**config.mk**
```make
export PLATFORM = sky130hd
export DESIGN_NAME = pp_accumulator
export DESIGN_NICKNAME = d
export VERILOG_FILES = /design/src/rtl/pp_acc_pkg.sv /design/src/rtl/pp_next_row.sv /design/src/rtl/pp_accumulator.sv
export SDC_FILE = /design/constraint.sdc
export NUM_CORES = 1
export LEC_CHECK = 0
export CELL_PAD_IN_SITES_DETAIL_PLACEMENT = 1
export CELL_PAD_IN_SITES_GLOBAL_PLACEMENT = 1
export CORE_UTILIZATION = 40
export CTS_BUF_LIST = sky130_fd_sc_hd__clkbuf_4 sky130_fd_sc_hd__clkbuf_8
export DETAILED_ROUTE_END_ITERATION = 8
export GPL_ROUTABILITY_DRIVEN = 0
export PLACE_DENSITY = 0.8
export SKIP_LAST_GASP = 1
export SYNTH_ARGS = -nofsm -noshare
export SYNTH_HDL_FRONTEND = slang
export SYNTH_SLANG_ARGS = --single-unit
```
**constraint.sdc**
```tcl
create_clock -name clk -period 4.7 [get_ports clk]
set_input_delay 0.94 -clock clk [delete_from_list [all_inputs] [get_ports clk]]
set_output_delay 0.94 -clock clk [all_outputs]
set_load 0.01 [all_outputs]
```
**src/rtl/pp_acc_pkg.sv**
```systemverilog
// Shared types and constants for the partial-product accumulator.
//   PP_W    : default operand width (rows, row width)
//   row_t   : one partial-product row
//   prod_t  : full-width product
//   state_e : accumulator FSM states
package pp_acc_pkg;

  localparam int unsigned PP_W = 8;

  typedef logic [PP_W-1:0]   row_t;
  typedef logic [2*PP_W-1:0] prod_t;

  typedef enum logic [1:0] {
    StIdle,
    StAccum,
    StDone
  } state_e;

endpackage

```
**src/rtl/pp_next_row.sv**
```systemverilog
// Priority encoder used by the zero-skip build of pp_accumulator.
// Finds the lowest set mask bit above idx (or at/above idx when incl is set).
//   mask : one bit per row, set where the row is nonzero
//   idx  : current row index
//   incl : also consider bit idx itself (used to find the first row)
//   nxt  : index of the found bit (0 when none)
//   last : no qualifying bit exists
module pp_next_row
  import pp_acc_pkg::*;
#(
  parameter int unsigned W  = PP_W,
  localparam int unsigned IW = (W > 1) ? $clog2(W) : 1
) (
  input  logic [W-1:0]  mask,
  input  logic [IW-1:0] idx,
  input  logic          incl,
  output logic [IW-1:0] nxt,
  output logic          last
);

  always_comb begin
    nxt  = '0;
    last = 1'b1;
    // Scan downward so the lowest qualifying bit is the one that sticks.
    for (int i = int'(W) - 1; i >= 0; i--) begin
      if (mask[i] && ((i > int'(idx)) || (incl && (i == int'(idx))))) begin
        nxt  = IW'(i);
        last = 1'b0;
      end
    end
  end

endmodule

```
**src/rtl/pp_accumulator.sv**
```systemverilog
// Reduces one set of W partial-product rows to a 2W-bit product by sequential
// shift-add, one row per cycle, with valid/ready handshakes on both sides.
// Optional feature macro: ZERO_SKIP_EN (skip all-zero rows during accumulation).
//   clk        : clock, rising edge
//   rst_n      : asynchronous active-low reset
//   pp_valid   : pp_rows holds a valid row set
//   pp_ready   : ready to accept a row set (idle only)
//   pp_rows    : row i at [i*W +: W], row 0 has weight 2^0
//   prod_valid : prod holds the result
//   prod_ready : sink accepts the product
//   prod       : unsigned product, sum(row_i << i)
//   busy       : job in progress (accumulating or holding a result)
module pp_accumulator
  import pp_acc_pkg::*;
#(
  parameter int unsigned W = PP_W
) (
  input  logic             clk,
  input  logic             rst_n,
  input  logic             pp_valid,
  output logic             pp_ready,
  input  logic [W*W-1:0]   pp_rows,
  output logic             prod_valid,
  input  logic             prod_ready,
  output logic [2*W-1:0]   prod,
  output logic             busy
);

  localparam int unsigned IW = (W > 1) ? $clog2(W) : 1;

  state_e          state_q, state_d;
  logic [W*W-1:0]  rows_q;
  logic [2*W-1:0]  acc_q;
  logic [2*W-1:0]  addend;
  logic [IW-1:0]   idx_q;
  logic [IW-1:0]   idx_next;
  logic [IW-1:0]   idx_first;
  logic [W-1:0]    row_cur;
  logic            accept;
  logic            step;
  logic            last_step;
  logic            start_empty;

  assign accept  = pp_valid && (state_q == StIdle);
  assign step    = (state_q == StAccum);
  assign row_cur = rows_q[idx_q*W +: W];
  assign addend  = {{W{1'b0}}, row_cur} << idx_q;

`ifdef ZERO_SKIP_EN
  logic [W-1:0] mask_q;
  logic [W-1:0] mask_in;

  always_comb begin
    mask_in = '0;
    for (int i = 0; i < int'(W); i++) begin
      mask_in[i] = |pp_rows[i*W +: W];
    end
  end

  // Next nonzero row after the current one; last_step when none remain.
  pp_next_row #(
    .W (W)
  ) u_step (
    .mask (mask_q),
    .idx  (idx_q),
    .incl (1'b0),
    .nxt  (idx_next),
    .last (last_step)
  );

  // First nonzero row of the incoming set; an empty set goes straight to done.
  pp_next_row #(
    .W (W)
  ) u_first (
    .mask (mask_in),
    .idx  ({IW{1'b0}}),
    .incl (1'b1),
    .nxt  (idx_first),
    .last (start_empty)
  );

  always_ff @(posedge clk or negedge rst_n) begin
    if (!rst_n) begin
      mask_q <= '0;
    end else if (accept) begin
      mask_q <= mask_in;
    end
  end
`else
  assign idx_next    = idx_q + 1'b1;
  assign idx_first   = '0;
  assign last_step   = (idx_q == IW'(W - 1));
  assign start_empty = 1'b0;
`endif

  // State register
  always_ff @(posedge clk or negedge rst_n) begin
    if (!rst_n) begin
      state_q <= StIdle;
    end else begin
      state_q <= state_d;
    end
  end

  // Next-state logic
  always_comb begin
    state_d = state_q;
    unique case (state_q)
      StIdle: begin
        if (accept) begin
          state_d = start_empty ? StDone : StAccum;
        end
      end
      StAccum: begin
        if (last_step) begin
          state_d = StDone;
        end
      end
      StDone: begin
        if (prod_ready) begin
          state_d = StIdle;
        end
      end
      default: state_d = StIdle;
    endcase
  end

  // Outputs
  always_comb begin
    pp_ready   = (state_q == StIdle);
    prod_valid = (state_q == StDone);
    busy       = (state_q != StIdle);
    prod       = acc_q;
  end

  // Datapath: enabled only on capture or an accumulate step.
  always_ff @(posedge clk or negedge rst_n) begin
    if (!rst_n) begin
      rows_q <= '0;
      acc_q  <= '0;
      idx_q  <= '0;
    end else if (accept) begin
      rows_q <= pp_rows;
      acc_q  <= '0;
      idx_q  <= idx_first;
    end else if (step) begin
      acc_q <= acc_q + addend;
      // Hold idx on the final row so it never wraps.
      if (!last_step) begin
        idx_q <= idx_next;
      end
    end
  end

endmodule
```
---- Yosys cells after proc, flatten, opt, wreduce, memory -nomap -nowiden ----
Cells that the tools add are included.
word-level totals
  register bits after elaboration ......... 85
  bits of input ports ..................... 68
  word-level logic and storage cells ...... 30
cells by class
  $add $sub $neg .......................... 2
  equality and inequality tests ........... 7
  shift operators ......................... 2
  mux-type cells .......................... 9
  reductions and logical operators ........ 6
operator list
  kind                   number
  $shiftx A64 B7 Y8      1
  $mux W16               2
  $add A16 B16 Y16       1
  $shl A8 B3 Y16         1
  $mux W3                3
  $mux W2                3
  $ne A2 B1 Y1 const B   3
  $pmux W2 S3            1
  $reduce_bool A2 Y1     2
  $add A3 B1 Y3 const B  1
  $eq A3 B3 Y1 const B   1
  $reduce_and A3 Y1      1
  $eq A2 B1 Y1 const B   1
  $eq A2 B2 Y1 const B   1
  $logic_not A2 Y1       1
  $ne A2 B2 Y1 const B   1
  $reduce_and A2 Y1      1
  $logic_and A1 B1 Y1    1

---- Longest topological paths before layout ----
Gate-level depths: netlist of the first run.
  depth after elaboration ................. 5
  depth in mapped cells ................... 15

---- Worst setup path after synthesis of the first run ----
Ideal clock, no wire load.
  kind .................................... register to register
  start ................................... register idx_q[1]
  end ..................................... register acc_q[13] (netlist: prod[13])
  library setup time ...................... 95 ps
  arrival ................................. 2864 ps
  data required time ...................... 4605 ps
  path slack .............................. 1741 ps
  stages on the path, launching flop included .. 15
  buffers on the path ..................... 1
  period minus slack after synthesis ...... 2959 ps
  cell sequence ........................... dfrtp_1 buf_6 mux4_2 nor2_1 o21ai_1 nand2_1 nand2_1 o22a_1 ha_1 a21oi_1 nor2_1 a211oi_1 a21boi_0 o21a_1 o31ai_1
on the way
  longest elaborated chain between the ends .. 5
RTL lines
  what                    RTL line               text
  start, declared         pp_accumulator.sv:35   logic [IW-1:0] idx_q;
  start signal, assigned  pp_accumulator.sv:145  idx_q <= idx_first;
  start signal, assigned  pp_accumulator.sv:150  idx_q <= idx_next;
  $shiftx A64 B7 Y8       pp_accumulator.sv:46   assign row_cur = rows_q[idx_q*W +: W];
  $shl A8 B3 Y16 *        pp_accumulator.sv:47   assign addend = {{W{1'b0}}, row_cur} << idx_q;
  $add A16 B16 Y16 *      pp_accumulator.sv:147  acc_q <= acc_q + addend;
  $mux W16 *              pp_accumulator.sv:146  end else if (step) begin
  $mux W16 *              pp_accumulator.sv:142  end else if (accept) begin
  end signal, assigned    pp_accumulator.sv:147
  end, declared           pp_accumulator.sv:33   logic [2*W-1:0] acc_q;
Mark *: on every way between the ends. The rest lies on a longest branch, timed or not. The select of a mux whose other input is x is not followed.
A chain may end at the register's enable or synchronous reset.

---- Worst setup path in the final report of the first run ----
  start ................................... register idx_q[1]
  end ..................................... register acc_q[9] (netlist: prod[9])
The elaborated chain is that of the path after synthesis.

==> Implementation_results.wiki, run 1 <==
{| class="wikitable"
! Metric !! Value
|-
| Status || completed
|-
| Cell area power density || 767.0 mW/mm^2
|-
| Placeable core region || 0.01108 mm^2
|-
| Total Power Consumption || 4.460 mW
|-
| Most area-hungry cell type in the Yosys netlist || dfrtp_1
|-
| RSZ-0062 raised after global routing || false
|-
| Detail-routed via count per cell || 5.326
|-
| Floorplan die height || 109.7 um
|-
| Post-Syn Area || 0.004638 mm^2
|-
| Worst-Skew Late Latency || 370 ps
|-
| Per-cell routed wire length || 16.64 um
|-
| Cts-stage hold buffer count || 0
|-
| Nature of the critical path endpoint || flip-flop
|-
| Number of clock buffers inserted by TritonCTS || 9
|-
| Critical path type || reg -> reg
|-
| Via count of the first global-routing pass || 4153
|-
| Final net count || 689
|-
| Starting Density || 0.4187
|-
| Uppermost layer routed || met4
|-
| Worst endpoint required time || 4920 ps
|-
| Detailed placement HPWL || 9.168 mm
|-
| IR drop worst, VDD || 327.5 uV
|-
| Wire length of the first global-routing pass || 20.40 mm
|-
| Number of ports placed on the die boundary || 87
|-
| Share of layout cells above drive strength 1 || 0.07730
|-
| Least-Margin Pin Slew || 1122 ps
|-
| Average size of a mapped cell || 8.735 um^2
|-
| Final global-route overflow total || 0
|-
| Proportion of synthesized chip area in sequential cells || 0.4586
|-
| Final worst-path cycle share || 0.8162
|-
| M1 wire length || 5.827 mm
|-
| Row count || 38
|-
| Unique cell type count in the Yosys netlist || 55
|-
| Clock transition time at the flip-flop clock pins of the worst setup and hold paths || 90 ps
|-
| Synthesized Nets || 617
|-
| Port Buffer Count || 86
|-
| Final TNS setup || 0 ps
|-
| Flops & latches, synth || 85
|-
| Remaining antenna violation count || 0
|-
| Warnings, synthesis || 0
|-
| Maximum number of pins on one net before global-route repair || 86
|-
| Initial DRT Pass Iterations || 4
|-
| Aggregate global-route resource usage || 0.2258
|-
| Total die area || 0.01203 mm^2
|-
| Area fraction of the dominant cell type after synthesis || 0.4586
|-
| Max capacitance violation total || 0
|-
| Highest attainable clock frequency || 0.2607 GHz
|-
| Postcts setup bufs || 0
|-
| Pins Over Slew Limit || 0
|-
| Initial antenna violation count || 0
|-
| Maximum clock insertion buffer count || 2
|-
| Max Fanout on Critical Path || 16
|-
| Arr. time, crit path || 4060 ps
|-
| Met2 WL post-DR || 6.054 mm
|-
| Worst-case clock skew || 10.53 ps
|-
| Wire length on met3 || 385 um
|-
| Area overhead of the layout relative to synthesis || 25.36%
|-
| Minimum setup slack in the final design || 863.8 ps
|-
| Post-cts resize count || 0
|-
| Min-delay worst type || reg -> reg
|-
| Final setup vio count || 0
|-
| Clock tree from TritonCTS || done
|-
| Final wirelength || 12.45 mm
|-
| Clock root buffer || clkbuf_8
|-
| CTS HTree Levels || 3
|-
| Sink Count || 85
|-
| Main synth FF type || dfrtp_1
|-
| First DRT Iteration DRCs || 147
|-
| Diode insertion count for antenna repair || 0
|-
| Count of flip-flops with a built-in enable after synthesis || 0
|-
| Proportion of register bits with asynchronous set or reset after synthesis || 1.000
|-
| Category of the worst setup path launch point || flip-flop
|-
| Via count || 3984
|-
| Floorplan die width || 109.7 um
|-
| Worst Setup Slack post-DPL || 892.9 ps
|-
| Static Leak || 2.724 nW
|-
| Worst rel slew slack || 0.2522
|-
| Post-detailed-route DRC marker count || 0
|-
| Fin. Hold Viols || 0
|-
| Post-synthesis instance total || 531
|-
| Synth area leaders || dfrtp_1 46%, nand2_1 17%, ha_1 4.6%, mux4_2 4.4%, o21ai_0 2.7%
|-
| Final critical delay including setup and external delays || 3836 ps
|}
[per-stage QoR]
step	std cells	utilization	hold WS [ps]	area [um^2]
after floorplan	531	-	437.3	4638
after global placement	732	0.5035	452.7	5578
after detailed placement	732	0.5035	463.7	5578
after CTS	748	0.5248	485.5	5814
after global routing	748	0.5248	500.8	5814
final	748	0.5248	481.5	5814
[critical path, cell delays in order (launching register included)]
cell and delay (ps):
dfrtp_1 790, buf_4 350, mux4_2 520, nand2_1 110, nand2_1 100, a21oi_1 160
o21ai_0 120, ha_1 360, a21oi_1 240, nand2b_1 170, o21ai_0 330, o21ai_1 160
xnor2_1 180, o21ai_1 80
[flip-flops by register name, indices dropped and copies added, names as in the netlist]
signal   count
state_q      2
rows_q      64
idx_q        3
prod        16
[layout make-up]
class,count,area [um^2]
clock buffers,12,158.9
clock inverters,4,77.57
fillers,1333,5264
inverters,9,33.78
multi-input cells,408,2354
flip-flops and latches,85,2127
well taps,140,175.2
repair buffers,90,888.4
[placed cells by master (no fill, tap or decap), types with 3 or more instances in the layout]
master	n
nand2_1	212
dfrtp_1	85
clkdlybuf4s50_1	85
o21ai_0	25
nor2_1	20
ha_1	17
nand3_1	15
a21oi_1	15
clkbuf_8	11
mux4_2	9
mux2i_1	8
nor3_1	7
o21ai_1	7
a211oi_1	7
inv_1	6
nor2b_1	5
xnor2_1	5
buf_4	5
mux2_2	4
o31ai_1	4
xor2_1	4
a21oi_2	3
nand2b_1	3
o21a_1	3
[cell families (layout without fill, tap and decap cells)]
| kind of cell | Yosys count | in the layout | share of synthesized area |
|---|---|---|---|
| AO/OA/AOI/OAI | 87 | 87 | 0.1254 |
| XOR/XNOR | 9 | 9 | 0.01699 |
| flip-flops | 85 | 85 | 0.4586 |
| adder cells (fa/ha/maj) | 18 | 18 | 0.05017 |
| multiplexers | 22 | 22 | 0.07634 |
| AND/OR/NAND/NOR | 272 | 272 | 0.2377 |
| buffers and inverters | 38 | 115 | 0.03480 |
[final timing paths]
check                      slack, ps                   start                     end  cells past startpoint
max                              860    idx_q[1]$_DFFE_PN0P_     prod[9]$_DFFE_PN0P_                     13
min                              480  rows_q[10]$_DFFE_PN0P_  rows_q[10]$_DFFE_PN0P_                      2
max reg2reg                      860    idx_q[1]$_DFFE_PN0P_     prod[9]$_DFFE_PN0P_                     13
min reg2reg                      480  rows_q[10]$_DFFE_PN0P_  rows_q[10]$_DFFE_PN0P_                      2
max in group asynchronous       3250                   rst_n     prod[6]$_DFFE_PN0P_                      1
min in group asynchronous        730                   rst_n     prod[1]$_DFFE_PN0P_                      1
[layer usage]
metal  GRT usage  up-vias
li1            -     1925
met1      0.2910     1959
met2      0.3859       87
met3     0.03616       13
met4     0.07619        0
met5           0        -
[power breakdown]
part           leakage, nW  internal, mW  switching, mW
sequential            1.05          1.09          0.318
clock                0.121         0.339          0.281
combinational         1.55          1.07           1.36
total                 2.72          2.50           1.96
[synth_stat cells (all sizes together) (8+ instances only)]
master  instances
clkbuf         18
buf            11
mux2i           8
a21oi          18
nand2         213
nor2           20
nand3          15
inv             8
ha             17
o21ai          33
dfrtp          85
mux4           10
No activity file was read; power rests on OpenSTA's default activity.
==> run 2, diff against run 1 <==
--- a/config.mk
+++ b/config.mk
@@ -7,11 +7,11 @@
 export LEC_CHECK = 0
 export CELL_PAD_IN_SITES_DETAIL_PLACEMENT = 1
 export CELL_PAD_IN_SITES_GLOBAL_PLACEMENT = 1
-export CORE_UTILIZATION = 40
+export CORE_UTILIZATION = 37
 export CTS_BUF_LIST = sky130_fd_sc_hd__clkbuf_4 sky130_fd_sc_hd__clkbuf_8
 export DETAILED_ROUTE_END_ITERATION = 8
 export GPL_ROUTABILITY_DRIVEN = 0
-export PLACE_DENSITY = 0.8
+export PLACE_DENSITY = 0.78
 export SKIP_LAST_GASP = 1
 export SYNTH_ARGS = -nofsm -noshare
 export SYNTH_HDL_FRONTEND = slang
==> constraint.sdc (replaced) <==
create_clock -name clk -period 3.4 [get_ports clk]
set_input_delay 0.68 -clock clk [delete_from_list [all_inputs] [get_ports clk]]
set_output_delay 0.68 -clock clk [all_outputs]
set_load 0.01 [all_outputs]
==> run 2 against run 1 <==
Non-clock buffer count increased by 20; hold slack worse by 230 ps; highest routed layer unchanged; clock-buffer cell count down 2; largest cell class unchanged; worst setup slack worse by 830 ps.
==> Implementation_results.wiki, run 2 (same netlist as run 1, synthesis figures left out) <==
{| class="wikitable"
! Metric !! Value
|-
| Initial antenna violation count || 0 (unchanged)
|-
| Share of layout cells above drive strength 1 || 0.1276 (+0.05029)
|-
| Worst-case clock skew || 10.68 ps (+0.1567 ps)
|-
| Post-Route Utilization || 0.5003 (-0.02454)
|-
| Via count || 4118 (+3.4%)
|-
| Via count of the first global-routing pass || 4210 (+1.4%)
|-
| Diode insertion count for antenna repair || 0 (unchanged)
|-
| Aggregate global-route resource usage || 0.2093 (-0.01648)
|-
| Final cell area excluding filler cells || 0.006060 mm^2 (+4.2%)
|-
| Max incr delay on CP || 560 ps (-230 ps)
|-
| First DRT Iteration DRCs || 205 (+39%)
|-
| IR drop worst, VDD || 329.5 uV (+0.61%)
|-
| Cells along the critical path || buf_6 > mux4_2 > a21oi_4 > a21oi_1 > a211oi_1 > nor4_1 > ha_1 > nand4_1 > a21oi_2 > o21ai_2 > buf_4 > a31oi_1 > mux2_2 > nand2_1
|-
| Max Fanout on Critical Path || 7 (-9)
|-
| Cell area power density || 1079 mW/mm^2 (+41%)
|-
| Area overhead of the layout relative to synthesis || 30.64%
|-
| Final setup vio count || 0 (unchanged)
|-
| Max capacitance violation total || 0 (unchanged)
|-
| Total die area || 0.01299 mm^2 (+8.0%)
|-
| Worst-Skew Late Latency || 370 ps (about the same)
|-
| Worst rel slew slack || 0.2819 (+0.02966)
|-
| Min-delay worst type || in -> async
|-
| Total Power Consumption || 6.540 mW (+47%)
|-
| Number of clock buffers inserted by TritonCTS || 9 (unchanged)
|-
| Largest register FFs || 64 (unchanged)
|-
| Per-cell routed wire length || 16.48 um (-0.98%)
|-
| Maximum clock insertion buffer count || 2 (unchanged)
|-
| Worst Setup Slack post-DPL || -67.12 ps (-960.0 ps)
|-
| Sum of buffers and inverters on the critical path || 2 (+1)
|-
| Clock transition time at the flip-flop clock pins of the worst setup and hold paths || 90 ps (about the same)
|-
| Number of filler cells placed in the layout || 1437 (+7.8%)
|-
| Detail-routed via count per cell || 5.180 (-2.7%)
|-
| Number of ports placed on the die boundary || 87 (unchanged)
|-
| Final net count || 709 (+2.9%)
|-
| Post-detailed-route DRC marker count || 0 (unchanged)
|-
| Category of the worst setup path launch point || flip-flop
|-
| Final wirelength || 13.10 mm (+5.2%)
|-
| Combined area of the multi-input logic cells || 0.002427 mm^2 (+3.1%)
|-
| Most frequent standard cell in the layout excluding fill and tap cells || nand2_1
|-
| Sequential standard cell area || 0.002128 mm^2 (about the same)
|-
| Highest attainable clock frequency || 0.2968 GHz (+14%)
|-
| RR Startpoint || idx_q[1]$_DFFE_PN0P_
|-
| Placeable core region || 0.01211 mm^2 (+9.3%)
|-
| Clock tree from TritonCTS || done
|-
| Starting Density || 0.3830 (-0.03573)
|-
| Status || completed
|-
| Post-Route Hold Slack || 249.8 ps (-231.6 ps)
|-
| Top register by number of flip-flops || rows_q
|-
| Detailed placement HPWL || 9.699 mm (+5.8%)
|-
| Final critical delay including setup and external delays || 3370 ps (-466.4 ps)
|-
| Start point of the critical path || idx_q[1]$_DFFE_PN0P_
|-
| Maximum number of pins on one net before global-route repair || 45 (-48%)
|-
| Leading cell types in the layout, fill and taps excluded || 211 x nand2_1, 85 x clkdlybuf4s50_1, 84 x dfrtp_1
|-
| Arr. time, crit path || 3680 ps (-380 ps)
|-
| Cell Area, Placed || 0.005693 mm^2 (+2.1%)
|-
| Cts-stage hold buffer count || 0 (unchanged)
|-
| Static Leak || 2.807 nW (+3.1%)
|-
| Sink Count || 85 (unchanged)
|-
| Critical path type || reg -> reg
|-
| Final worst-path cycle share || 0.9911 (+0.1749)
|-
| Least-Margin Pin Slew || 1077 ps (-44.49 ps)
|-
| CTS HTree Levels || 3 (unchanged)
|-
| Clock root buffer || clkbuf_8
|-
| Floorplan die width || 114.0 um (+3.9%)
|-
| Delay-heaviest family, CP || compound AO/OA/AOI/OAI gates
|-
| Nature of the critical path endpoint || flip-flop
|-
| Floorplan die height || 114.0 um (+3.9%)
|-
| Minimum setup slack in the final design || 30.26 ps (-833.6 ps)
|-
| Remaining antenna violation count || 0 (unchanged)
|-
| Worst endpoint required time || 3710 ps (-1210 ps)
|-
| Critical-path top delay cell || mux4_2
|-
| Final global-route overflow total || 0 (unchanged)
|-
| Initial DRT Pass Iterations || 4 (unchanged)
|-
| Row count || 40 (+5.3%)
|-
| Wire length of the first global-routing pass || 21.03 mm (+3.1%)
|-
| Port Buffer Count || 86 (unchanged)
|-
| Pins Over Slew Limit || 0 (unchanged)
|-
| Fin. Hold Viols || 0 (unchanged)
|}
## run 2: changes by cell type in the layout (fill, tap and decap cells not counted), sizes merged
cell / change
buf: +20
bufinv: -1
clkbuf: -2
clkinv: +2
clkinvlp: +2
inv: -2
## run 2: worst register-to-register path, cell delays in order, from the launching register on
cell	delay [ps]
dfrtp_2	420
buf_6	150
mux4_2	560
a21oi_4	180
a21oi_1	110
a211oi_1	240
nor4_1	100
ha_1	380
nand4_1	190
a21oi_2	180
o21ai_2	80
buf_4	140
a31oi_1	180
mux2_2	360
nand2_1	60
## run 2: metal layers
layer | global-route usage | wire length [um]
met1 | 0.2669 | 5878
met2 | 0.3640 | 6557
met3 | 0.03029 | 434
met4 | 0.07013 | 233
met5 | 0 | 0
## run 2: repair_timing
item	4_1_cts	5_1_grt
cloned	0	0
setup buffers	0	11
setup endpoints to repair	6	7
resized for setup	7	16
pin swaps	0	8
## run 2: area by class of cell
class / instances / share of cell area
tap: 168 / 0.03469
multi-input combinational: 408 / 0.4006
sequential: 85 / 0.3512
inverter: 9 / 0.006195
timing repair buffer: 110 / 0.1747
clock buffer: 10 / 0.02271
clock inverter: 5 / 0.009911
## run 2: path summary, 6_finish.rpt
kind / endpoint / slack (ps) / cells past startpoint
min in group clk: rows_q[16]$_DFFE_PN0P_ / 480 / 2
max in group asynchronous: idx_q[1]$_DFFE_PN0P_ / 2400 / 2
hold / removal: prod[2]$_DFFE_PN0P_ / 250 / 1
setup / recovery: prod[15]$_DFFE_PN0P_ / 30 / 14
hold reg to reg: rows_q[16]$_DFFE_PN0P_ / 480 / 2
setup reg to reg: prod[15]$_DFFE_PN0P_ / 30 / 14
## run 2: metrics by stage
stage                     cells  TNS [ps]
final                       795         0
after global routing        795    -337.4
after CTS                   784         0
after detailed placement    769    -158.3
after global placement      769         0
after floorplan             531         0
## run 2: power breakdown
part | total [mW] | leakage, nW | internal (mW) | switching (mW)
clock | 0.744 | 0.0987 | 0.358 | 0.386
combinational | 3.92 | 1.66 | 1.78 | 2.15
sequential | 1.87 | 1.05 | 1.51 | 0.364
